## src/rtl/latch_q_filter.sv

```systemverilog
// Synchronises an asynchronous latch q output, debounces it into q_stable, and
// reports edge pulses, a saturating transition count and a sticky glitch flag.
module latch_q_filter #(
  parameter int unsigned SYNC_STAGES   = 2,
  parameter int unsigned STABLE_CYCLES = 4,
  parameter int unsigned CNT_W         = 8
) (
  input  logic             clk,
  input  logic             rst_n,
  input  logic             q_in,
  input  logic             clr,
  output logic             q_sync,
  output logic             q_stable,
  output logic             rise_pulse,
  output logic             fall_pulse,
  output logic [CNT_W-1:0] toggle_count,
  output logic             glitch_seen
);

  localparam int unsigned      DB_W    = $clog2(STABLE_CYCLES + 1);
  localparam logic [DB_W-1:0]  DB_LAST = DB_W'(STABLE_CYCLES);

  typedef enum logic [1:0] {
    IDLE_LOW,
    WAIT_HIGH,
    IDLE_HIGH,
    WAIT_LOW
  } state_t;

  state_t                 state;
  logic [SYNC_STAGES-1:0] sync_q;
  logic [DB_W-1:0]        db_cnt;
  logic [DB_W-1:0]        db_next;
  logic                   glitch_set;

  always_ff @(posedge clk or negedge rst_n) begin
    if (!rst_n) begin
      sync_q <= '0;
    end else begin
      sync_q <= {sync_q[SYNC_STAGES-2:0], q_in};
    end
  end

  assign q_sync  = sync_q[SYNC_STAGES-1];
  assign db_next = db_cnt + DB_W'(1);

  // A pending transition is abandoned when the sampled level returns to the stable one.
  always_comb begin
    glitch_set = 1'b0;
    if ((state == WAIT_HIGH && !q_sync) || (state == WAIT_LOW && q_sync)) begin
      glitch_set = 1'b1;
    end
  end

  always_ff @(posedge clk or negedge rst_n) begin
    if (!rst_n) begin
      state      <= IDLE_LOW;
      db_cnt     <= '0;
      q_stable   <= 1'b0;
      rise_pulse <= 1'b0;
      fall_pulse <= 1'b0;
    end else begin
      rise_pulse <= 1'b0;
      fall_pulse <= 1'b0;
      case (state)
        IDLE_LOW: begin
          if (q_sync) begin
            if (STABLE_CYCLES == 1) begin
              state      <= IDLE_HIGH;
              q_stable   <= 1'b1;
              rise_pulse <= 1'b1;
              db_cnt     <= '0;
            end else begin
              state  <= WAIT_HIGH;
              db_cnt <= DB_W'(1);
            end
          end
        end
        WAIT_HIGH: begin
          if (q_sync) begin
            if (db_next == DB_LAST) begin
              state      <= IDLE_HIGH;
              q_stable   <= 1'b1;
              rise_pulse <= 1'b1;
              db_cnt     <= '0;
            end else begin
              db_cnt <= db_next;
            end
          end else begin
            state  <= IDLE_LOW;
            db_cnt <= '0;
          end
        end
        IDLE_HIGH: begin
          if (!q_sync) begin
            if (STABLE_CYCLES == 1) begin
              state      <= IDLE_LOW;
              q_stable   <= 1'b0;
              fall_pulse <= 1'b1;
              db_cnt     <= '0;
            end else begin
              state  <= WAIT_LOW;
              db_cnt <= DB_W'(1);
            end
          end
        end
        WAIT_LOW: begin
          if (!q_sync) begin
            if (db_next == DB_LAST) begin
              state      <= IDLE_LOW;
              q_stable   <= 1'b0;
              fall_pulse <= 1'b1;
              db_cnt     <= '0;
            end else begin
              db_cnt <= db_next;
            end
          end else begin
            state  <= IDLE_HIGH;
            db_cnt <= '0;
          end
        end
        default: begin
          state  <= IDLE_LOW;
          db_cnt <= '0;
        end
      endcase
    end
  end

  // Counting off the registered pulses lets a clr in the pulse cycle win over the increment.
  always_ff @(posedge clk or negedge rst_n) begin
    if (!rst_n) begin
      toggle_count <= '0;
      glitch_seen  <= 1'b0;
    end else if (clr) begin
      toggle_count <= '0;
      glitch_seen  <= 1'b0;
    end else begin
      if ((rise_pulse || fall_pulse) && (toggle_count != '1)) begin
        toggle_count <= toggle_count + CNT_W'(1);
      end
      if (glitch_set) begin
        glitch_seen <= 1'b1;
      end
    end
  end

endmodule

```

## config.mk

```make
export PLATFORM = sky130hd
export DESIGN_NAME = latch_q_filter
export DESIGN_NICKNAME = d
export VERILOG_FILES = /design/src/rtl/latch_q_filter.sv
export SDC_FILE = /design/constraint.sdc
export NUM_CORES = 1
export LEC_CHECK = 0
export CORE_MARGIN = 10
export CORE_UTILIZATION = 45
export CTS_BUF_LIST = sky130_fd_sc_hd__clkbuf_4 sky130_fd_sc_hd__clkbuf_8
export DETAILED_ROUTE_END_ITERATION = 10
export PLACE_DENSITY = 0.71
export RECOVER_POWER = 25
export SLEW_MARGIN = 10
export SYNTH_ARGS = -nofsm -noshare
export SYNTH_HDL_FRONTEND = slang
export SYNTH_SLANG_ARGS = --single-unit
```

## constraint.sdc

```tcl
create_clock -name clk -period 1.8 [get_ports clk]
set_input_delay 0.36 -clock clk [delete_from_list [all_inputs] [get_ports clk]]
set_output_delay 0.36 -clock clk [all_outputs]
set_load 0.05 [all_outputs]
```

======== Word level (Yosys, flattened, before mapping) ========
Index checks and enable logic that the tools add are counted.
cells by class
  muxes and demuxes ....................... 28
  add/sub/neg operators ................... 2
  reductions and logical operators ........ 13
  eq/ne operators ......................... 13
operators with widths
  cell                   number
  $mux W8                2
  $mux W3                5
  $mux W1                12
  $mux W2                6
  $pmux W3 S4            1
  $add A8 B1 Y8 const B  1
  $ne A2 B2 Y1 const B   4
  $ne A8 B8 Y1 const B   1
  $pmux W2 S4            1
  $ne A3 B2 Y1 const B   2
  $reduce_bool A2 Y1     3
  $reduce_and A5 Y1      1
  $eq A2 B2 Y1 const B   2
  $ne A2 B1 Y1 const B   2
  $reduce_and A4 Y1      1
  $add A3 B1 Y3 const B  1
  $eq A3 B3 Y1 const B   1
  $logic_and A1 B1 Y1    3
  $eq A2 B1 Y1 const B   1
  $logic_not A2 Y1       1
  $logic_or A1 B1 Y1     2
  $pmux W1 S2            1
  $reduce_and A2 Y1      1
  $logic_not A1 Y1       1
storage, ports and cells
  output and inout port bits .............. 13
  register bits after elaboration ......... 19
  word-level logic and storage cells ...... 64
  input port bits ......................... 4

======== Logic depth before layout (Yosys ltp) ========
Gate-level depths: netlist of run 1.
  depth in word-level cells ............... 6
  mapped depth ............................ 5

======== Worst setup path before layout of run 1 ========
No wires, ideal clock.
  path kind ............................... register -> register
  start point ............................. reg toggle_count[0]
  end point ............................... reg toggle_count[1]
  path buffers ............................ 0
  data required time ...................... 1.670 ns
  stages on the path, launching flop included .. 6
  arrival ................................. 1.558 ns
  path slack .............................. 0.111 ns
  path through ............................ dfrtp_1 -> ha_1 -> nand3_1 -> o22ai_1 -> mux2i_1 -> nor2_1
between the ends
  cells in the longest elaborated chain, start to end .. 3
RTL lines
  element                                         RTL line  source
  start: declaration                              16        output logic [CNT_W-1:0] toggle_count,
  start signal: assignment                        140       toggle_count <= toggle_count + CNT_W'(1);
  $add A8 B1 Y8 or $ne A8 B8 Y1 (tied branches)   140, 139
  $mux W8 or $logic_and A1 B1 Y1 (tied branches)  139       if ((rise_pulse || fall_pulse) && (toggle_count != '1)) begin
  $mux W8 or $reduce_bool A2 Y1 (tied branches)   -
Several ways; a longest one is shown, not always the timed one. The select of a mux whose other input is x is not followed.
A chain may end at the register's enable or synchronous reset.

======== Final worst setup path of run 1 ========
  start point ............................. reg db_cnt[0]
  end point ............................... reg q_stable
between the ends
  cells in the longest elaborated chain, start to end .. 4
RTL lines
  element                                 RTL line  source
  start: declaration                      32        logic [DB_W-1:0] db_cnt;
  start signal: assignment                87        db_cnt <= db_next;
  start signal: assignment                115       db_cnt <= db_next;
  $add A3 B1 Y3 (*)                       45        assign db_next = db_cnt + DB_W'(1);
  $eq A3 B3 Y1 (*)                        81, 109
  $ne A2 B1 Y1 (no source line)           -
  $reduce_and A5 Y1 (no source line) (*)  -
  end signal: assignment                  59        q_stable <= 1'b0;
  end signal: assignment                  83        q_stable <= 1'b1;
  end signal: assignment                  111       q_stable <= 1'b0;
  end: declaration                        13        output logic q_stable,
Mark *: on every way between the ends. The rest lies on a longest branch, timed or not.

==> results.cfg, run 1 <==
[run_status]
status = complete, no violations

[route]
remaining_drc_errors = 0
wl_per_cell_um = 13.32
ant_nets = 0
route.vias.total = 661
drtIter0Drc = 21
firstDrtPassIters = 5
vias_per_cell = 5.418
drt-total-wl_um = 1625

[placed_design]
gp_congestion = 0.7506
dp_hpwl_um = 1216
port_buffers = 16

[setup_path]
crit_chain = ha_1, xor2_1, and3_1, and3b_1, a211o_1
crit_family = flip-flops
rr_worst_depth = 5
r2r_end = q_stable
timing_worst_setup_path_type = reg -> reg
path_max_fanout = 4
path_buf_inv = 0
start_kind = flop
required_ns = 1.98
worstPathArrival_ns = 1.76
worstReg2RegStart = db_cnt[0]
slowest_stage = dfrtp_1
reg2reg_slack_ns = 0.23
worst_path_largest_cell_delay_ns = 0.43
critPathCaptureType = flop

[floorplan]
fp.dieH_um = 63.68
die_w_um = 63.68
num_rows = 15
fp.dieArea_um2 = 4055
ios = 17
core_um2 = 1764
start_util_pct = 48.65

[timing]
finalHoldViolCount = 0
fin_crit_sh_pct = 87.28
fin_crit_ns = 1.571
drv_slew = 0
setup_violations = 0
tightest_slew_ns = 0.9716
relSlewSlack_pct = 35.22
clock_skew_ns = 0.001738
setup-tns-final_ns = 0
max_freq_ghz = 0.6365
grt_setup_unrepaired = no

[logic_synthesis]
synth_edf_count = 0
yosys.cell_types.count = 28
yosysTopAreaCellShare_pct = 55.39
synth-seq-area-share_pct = 55.39
yosysTopAreaCell = dfrtp_1
ys_warn_count = 0
synth_area_leaders = dfrtp_1, ha_1, nor2_1
syn_nets = 84
ys_ff_latch = 19
syn-cell-area_um2 = 858.3
syn_inst = 77
synthFlopType = dfrtp_1
async_reset_ff_share_pct = 100.0
synth_area_per_cell_um2 = 11.15

[min_path]
worstHoldEndpoint = sync_q[1]
hold_path.startpoint = sync_q[0]
holdPathStages = 0
hold_path_class = reg -> reg

[clock_network]
postCtsSetupBuffers = 0
cts_max_level = 1
postCtsHoldBufs = 0
max-clock-path-buffers = 2
insertion_delay_ns = 0.29
root_buffer = clkbuf_4
clk_pin_slew_ns = 0.10
cts_tree = done
cts-resized-gates = 0
cts_made_buffers = 3
clock-sinks = 19

[global_routing]
grt_pass1_vias = 625
grt_pass1_wl_um = 2697
antenna_found_initial = 0
globalRouteTotalUtil_pct = 7.894
grt_max_degree = 20
grt.overflow.total = 0

[cells_and_area]
syn_to_final_growth_pct = 22.01
fillerInstances = 155
utilization_pct = 59.36
diodes = 0
layout-drive-gt1-share_pct = 21.65
nets = 105

[power_and_ir_drop]
p_leak_uw = 0.0005062
p_per_area_nw_per_um2 = 853.2
ir_drop_v = 0.0007114

[job]
max_cap_viol_count = 0
-- state kept, by name, indices dropped and copies added, names as in the netlist, named ones only --
signal,count
db_cnt,3
fall_pulse,1
glitch_seen,1
q_stable,1
rise_pulse,1
state,1
sync_q,2
toggle_count,8
-- cell usage after synthesis, types with 2 or more instances --
library cell	instances
mux2i_1	2
nand3_1	2
or3_1	2
nand2_1	4
o21ai_0	5
a21oi_1	5
o31ai_1	2
xor2_1	4
inv_1	2
ha_1	3
dfrtp_1	19
nand3b_1	2
nor2_1	10
-- cells in the final DEF, fill, tap and decap left out, drive strengths merged --
cell,n
inv,2
xor2,4
clkbuf,5
a21oi,5
o31ai,2
o22ai,1
a311oi,1
o21ai,6
o211ai,1
mux2,1
nand4,1
a211o,1
clkdlybuf4s50,1
xnor2,1
and3b,1
nand3b,2
dfrtp,19
buf,13
dlygate4sd3,2
nor2,10
nand2,4
and3,1
nand2b,1
or3,2
and2,1
mux2i,2
o2111a,2
ha,3
nand3,2
-- cell families after synthesis --
family	synth area share, %
multiplexers	3.644
XOR/XNOR	5.102
AO/OA/AOI/OAI	15.01
adder cells (fa/ha/maj)	4.374
flip-flops	55.39
AND/OR/NAND/NOR	15.16
buffers and inverters	1.312
-- routing by layer --
layer	global-route usage (%)	share of wire, %	routed length [um]
met5	0	0	0
met4	2.459	0.74	12
met3	2.827	6.3	102
met2	13.19	46	754
met1	9.119	47	756
-- cell type report --
| class | count | area (um2) | area share [%] |
|---|---|---|---|
| clock buffer | 4 | 30.03 | 2.867 |
| inverter | 2 | 7.507 | 0.7168 |
| multi-input combinational | 55 | 371.6 | 35.48 |
| sequential | 19 | 475.5 | 45.40 |
| tap | 25 | 31.28 | 2.987 |
| timing repair buffer | 17 | 131.4 | 12.54 |
-- per-stage QoR --
| stage | cells | cell area (um2) | hold slack (ns) | setup slack, ns | total power [uW] |
|---|---|---|---|---|---|
| floorplan | 77 | 858.3 | 0.06441 | 0.1114 | 623.3 |
| global placement | 118 | 1021 | 0.3439 | 0.2869 | 670.5 |
| detailed placement | 118 | 1021 | 0.3433 | 0.2482 | 680.1 |
| CTS | 122 | 1051 | 0.3780 | 0.2313 | 906.7 |
| global route | 122 | 1047 | 0.3894 | 0.1846 | 943.1 |
| finish | 122 | 1047 | 0.3721 | 0.2289 | 893.5 |
-- how the worst max path moves through the flow --
stage,from,endpoint,slack (ns),depth (start not counted)
after floorplan,toggle_count[0],toggle_count[1],0.11,5
after global placement,db_cnt[0],q_stable,0.29,5
after detailed placement,db_cnt[0],q_stable,0.25,5
after CTS,db_cnt[0],q_stable,0.23,5
after global routing,db_cnt[0],q_stable,0.18,5
final,db_cnt[0],q_stable,0.23,5
-- worst register-to-register path: stages (launching register included) --
cell,delay [ns]
dfrtp_1,0.43
ha_1,0.22
xor2_1,0.15
and3_1,0.22
and3b_1,0.19
a211o_1,0.26
-- where the power goes --
| part | total (uW) | switching, uW | internal [uW] |
|---|---|---|---|
| sequential | 515 | 44.6 | 471 |
| combinational | 153 | 88.2 | 65.3 |
| clock | 225 | 123 | 101 |
| total | 894 | 256 | 637 |
Note: power is estimated with default switching activity, not from simulation.
==> run 2, diff against run 1 <==
==> constraint.sdc (replaced) <==
create_clock -name clk -period 1.87 [get_ports clk]
set_input_delay 0.374 -clock clk [delete_from_list [all_inputs] [get_ports clk]]
set_output_delay 0.374 -clock clk [all_outputs]
set_load 0.05 [all_outputs]
==> results.cfg, run 2 (synthesized netlist as in run 1, its figures left out) <==
[timing]
clock_skew_ns = 0.004284
finalHoldViolCount = 0
fin_crit_ns = 1.578
fin_crit_sh_pct = 84.40
relSlewSlack_pct = 35.56
tightest_slew_ns = 0.9667
fin_ws_ns = 0.2917
drv_slew = 0
setup-tns-final_ns = 0
grt_setup_unrepaired = no
max_freq_ghz = 0.6336
setup_violations = 0

[placed_design]
placed_cell_area_um2 = 1021
placed_cells = 118
gp_congestion = 0.7507
dp_hpwl_um = 1242
post-place-ws_ns = 0.2932
port_buffers = 16

[clock_network]
cts_max_level = 1
insertion_delay_ns = 0.29
clk_pin_slew_ns = 0.10
cts_tree = done
clock-sinks = 19
postCtsSetupBuffers = 0
cts-resized-gates = 0
postCtsHoldBufs = 0
root_buffer = clkbuf_4
cts_made_buffers = 3
max-clock-path-buffers = 2

[setup_path]
critPathCaptureType = flop
start_kind = flop
worstPathArrival_ns = 1.76
timing_worst_setup_path_type = reg -> reg
path_max_fanout = 4
required_ns = 2.06
rr_worst_depth = 5

[floorplan]
start_util_pct = 48.65
fp.dieH_um = 63.68
fp.dieArea_um2 = 4055
core_um2 = 1764
die_w_um = 63.68
num_rows = 15
ios = 17

[cells_and_area]
nets = 105
layout-drive-gt1-share_pct = 21.65
utilization_pct = 59.36
layout_common_cells = dfrtp_1, buf_4, nor2_1, a21oi_1, o21ai_0
diodes = 0
multi_input_area_um2 = 371.6
finalNonFillerCells = 122
seqCellArea_um2 = 475.5
final_common_cell = dfrtp_1
largest_reg_flops = 8
regMostFlops = toggle_count
fillerInstances = 155
postLayoutCellArea_um2 = 1047
syn_to_final_growth_pct = 22.01
top_regs = toggle_count (8), db_cnt (3), sync_q (2)

[min_path]
holdPathStages = 0
hold_path_class = reg -> reg

[route]
wl_per_cell_um = 13.24
vias_per_cell = 5.287
drt-total-wl_um = 1615
drtIter0Drc = 19
firstDrtPassIters = 4
remaining_drc_errors = 0
ant_nets = 0
route.vias.total = 645

[global_routing]
globalRouteTotalUtil_pct = 8.755
grt_pass1_vias = 673
grt_pass1_wl_um = 2898
antenna_found_initial = 0
grt_max_degree = 20
grt.overflow.total = 0

[power_and_ir_drop]
p_leak_uw = 0.0005062
ir_drop_v = 0.0008050
p_per_area_nw_per_um2 = 819.9

[run_status]
status = complete, no violations

[job]
max_cap_viol_count = 0
-- run 2: cell counts in the layout (fill, tap and decap cells not counted) --
No cell type changed its count.
-- run 2: critical path, stage by stage (launching register included) --
cell	delay [ns]
dfrtp_1	0.43
ha_1	0.22
xor2_1	0.15
and3_1	0.22
and3b_1	0.19
a211o_1	0.27
-- run 2: power by group --
group	internal, uW	total [uW]	leakage, uW	switching (uW)
sequential	453	496	0.000249	43.0
clock	97.4	216	0.0000184	119
combinational	62.5	146	0.000239	83.4
-- run 2: final timing paths --
kind,to,slack (ns),startpoint
worst min-delay path,sync_q[1],0.37,sync_q[0]
worst max-delay path,q_stable,0.29,db_cnt[0]
min in group asynchronous,toggle_count[7],0.74,rst_n
max in group asynchronous,db_cnt[0],0.55,rst_n
worst max register to register,q_stable,0.29,db_cnt[0]
worst min register to register,sync_q[1],0.37,sync_q[0]
-- run 2: metal layers --
| layer | part of all wire [%] | routed length, um | global-route usage [%] | vias up |
|---|---|---|---|---|
| li1 | - | - | - | 320 |
| met1 | 44 | 706 | 9.828 | 303 |
| met2 | 50 | 804 | 13.44 | 20 |
| met3 | 5.6 | 91 | 3.180 | 2 |
| met4 | 0.74 | 12 | 6.011 | 0 |
| met5 | 0 | 0 | 0 | - |
-- run 2: stage by stage --
step | power, uW | hold slack (ns)
detailed placement | 655.4 | 0.3370
global route | 917.9 | 0.3819
finish | 858.7 | 0.3674
CTS | 875.4 | 0.3723
floorplan | 600.0 | 0.07841
global placement | 645.4 | 0.3439
-- run 2: layout make-up --
class	instances	share of cell area [%]
inverters	2	0.7168
well taps	25	2.987
repair buffers	17	12.54
flip-flops and latches	19	45.40
clock buffers	4	2.867
multi-input cells	55	35.48
==> run 3, diff against run 2 <==
==> constraint.sdc (replaced) <==
create_clock -name clk -period 1.55 [get_ports clk]
set_input_delay 0.31 -clock clk [delete_from_list [all_inputs] [get_ports clk]]
set_output_delay 0.31 -clock clk [all_outputs]
set_load 0.05 [all_outputs]
==> results.cfg, run 3 (synthesized netlist as in run 1, its figures left out) <==
[setup_path]
rr_worst_depth = 5
r2r_end = q_stable
critPathCaptureType = flop
slowest_stage = dfrtp_1
worstReg2RegStart = db_cnt[1]
crit_start = db_cnt[1]
crit_chain = ha_2, xor2_1, and3_4, and3b_1, a211o_1
start_kind = flop
worstPathArrival_ns = 1.67
timing_worst_setup_path_type = reg -> reg
required_ns = 1.74
worst_path_largest_cell_delay_ns = 0.42
path_max_fanout = 4
crit_path_end = q_stable
reg2reg_slack_ns = 0.07

[floorplan]
start_util_pct = 48.65
fp.dieArea_um2 = 4055
core_um2 = 1764
fp.dieH_um = 63.68
num_rows = 15
ios = 17
die_w_um = 63.68

[global_routing]
grt.overflow.total = 0
antenna_found_initial = 0
grt_pass1_vias = 680
grt_pass1_wl_um = 3222
globalRouteTotalUtil_pct = 9.838
gr-usage-met1_pct = 11.68
grtUsageMet2_pct = 15.83
grt_max_degree = 20
busiest_layer = met2
grt_use_met3_pct = 3.710

[clock_network]
max-clock-path-buffers = 2
clock-sinks = 19
cts_made_buffers = 3
postCtsHoldBufs = 0
postCtsSetupBuffers = 0
cts-resized-gates = 0
cts_max_level = 1
insertion_delay_ns = 0.29
root_buffer = clkbuf_4
clk_pin_slew_ns = 0.11
cts_tree = done

[cells_and_area]
diodes = 0
fillerInstances = 142
layout_common_cells = dfrtp_1, buf_12, nor2_1, a21oi_1, o21ai_0
largest_reg_flops = 8
regMostFlops = toggle_count
final_common_cell = dfrtp_1
nets = 109
multi_input_area_um2 = 387.9
layout-drive-gt1-share_pct = 31.68
top_regs = toggle_count (8), db_cnt (3), sync_q (2)
syn_to_final_growth_pct = 46.50
seqCellArea_um2 = 479.2

[power_and_ir_drop]
p_leak_uw = 0.0005560
p_per_area_nw_per_um2 = 854.6
ir_drop_v = 0.0006774
power_uw = 1075

[timing]
clock_skew_ns = 0.006729
setup-tns-final_ns = 0
finalHoldViolCount = 0
drv_slew = 0
fin_crit_sh_pct = 95.61
tightest_slew_ns = 1.006
max_freq_ghz = 0.6748
relSlewSlack_pct = 32.93
fin_crit_ns = 1.482
setup_violations = 0
grt_setup_unrepaired = no

[run_status]
status = complete, no violations

[route]
remaining_drc_errors = 0
wl_per_cell_um = 14.25
ant_nets = 0
drt-total-wl_um = 1796
firstDrtPassIters = 4
drtIter0Drc = 11
route.vias.total = 681
vias_per_cell = 5.405

[placed_design]
dp_hpwl_um = 1403
gp_congestion = 0.7888
port_buffers = 16

[min_path]
hold_path_class = reg -> reg

[job]
max_cap_viol_count = 0
-- run 3: changes by cell type in the layout (fill, tap and decap cells not counted), moves of 2 or more --
cell,delta
buf_4,-9
ha_2,+2
buf_12,+13
dfrtp_2,+3
ha_1,-2
dfrtp_1,-3
-- run 3: how the worst min path moves through the flow --
| stage | start | endpoint | slack (ns) | depth (start not counted) |
|---|---|---|---|---|
| 3_5_place_dp | sync_q[0] | sync_q[1] | 0.34 | 0 |
| 5_1_grt | sync_q[0] | sync_q[1] | 0.38 | 0 |
| 3_3_place_gp | sync_q[0] | sync_q[1] | 0.34 | 0 |
| 4_1_cts | rst_n | toggle_count[6] | 0.34 | 2 |
| 2_1_floorplan | rst_n | asynchronous set/reset pin | 0.01 | 0 |
| 6_report | sync_q[0] | sync_q[1] | 0.36 | 0 |
-- run 3: critical path, delay by kind of cell (launching register included) --
family,cells,cell delay (ns)
flops,1,0.42
compound gates,1,0.27
fa+ha+maj,1,0.18
simple gates,2,0.37
xor+xnor,1,0.15
-- run 3: metrics by stage --
stage | setup slack [ns] | utilization, % | instance area (um2) | std cells | hold slack [ns]
finish | 0.06797 | 71.28 | 1257 | 126 | 0.3639
global placement | 0.07857 | 69.01 | 1217 | 122 | 0.3409
floorplan | 0.004262 | - | 862.1 | 77 | 0.01441
global route | 0.004465 | 71.28 | 1257 | 126 | 0.3815
CTS | 0.01339 | 70.57 | 1245 | 126 | 0.3376
detailed placement | 0.01994 | 69.01 | 1217 | 122 | 0.3379
-- run 3: cell type report --
| cell class | count | share of cell area (%) |
|---|---|---|
| clock inverter | 1 | 0.3980 |
| multi-input combinational | 55 | 30.85 |
| clock buffer | 3 | 1.791 |
| sequential | 19 | 38.11 |
| tap | 25 | 2.488 |
| inverter | 2 | 0.5970 |
| timing repair buffer | 21 | 25.77 |
-- run 3: report_power, final --
part / internal, uW / switching, uW / leakage, uW
combinational: 121 / 114 / 0.000294
clock: 95.9 / 147 / 0.0000177
sequential: 547 / 49.9 / 0.000244
-- run 3: routing by layer --
metal | vias up | wire (um)
met5 | - | 0
met4 | 0 | 10
met3 | 2 | 105
met2 | 15 | 900
met1 | 341 | 779
li1 | 323 | -
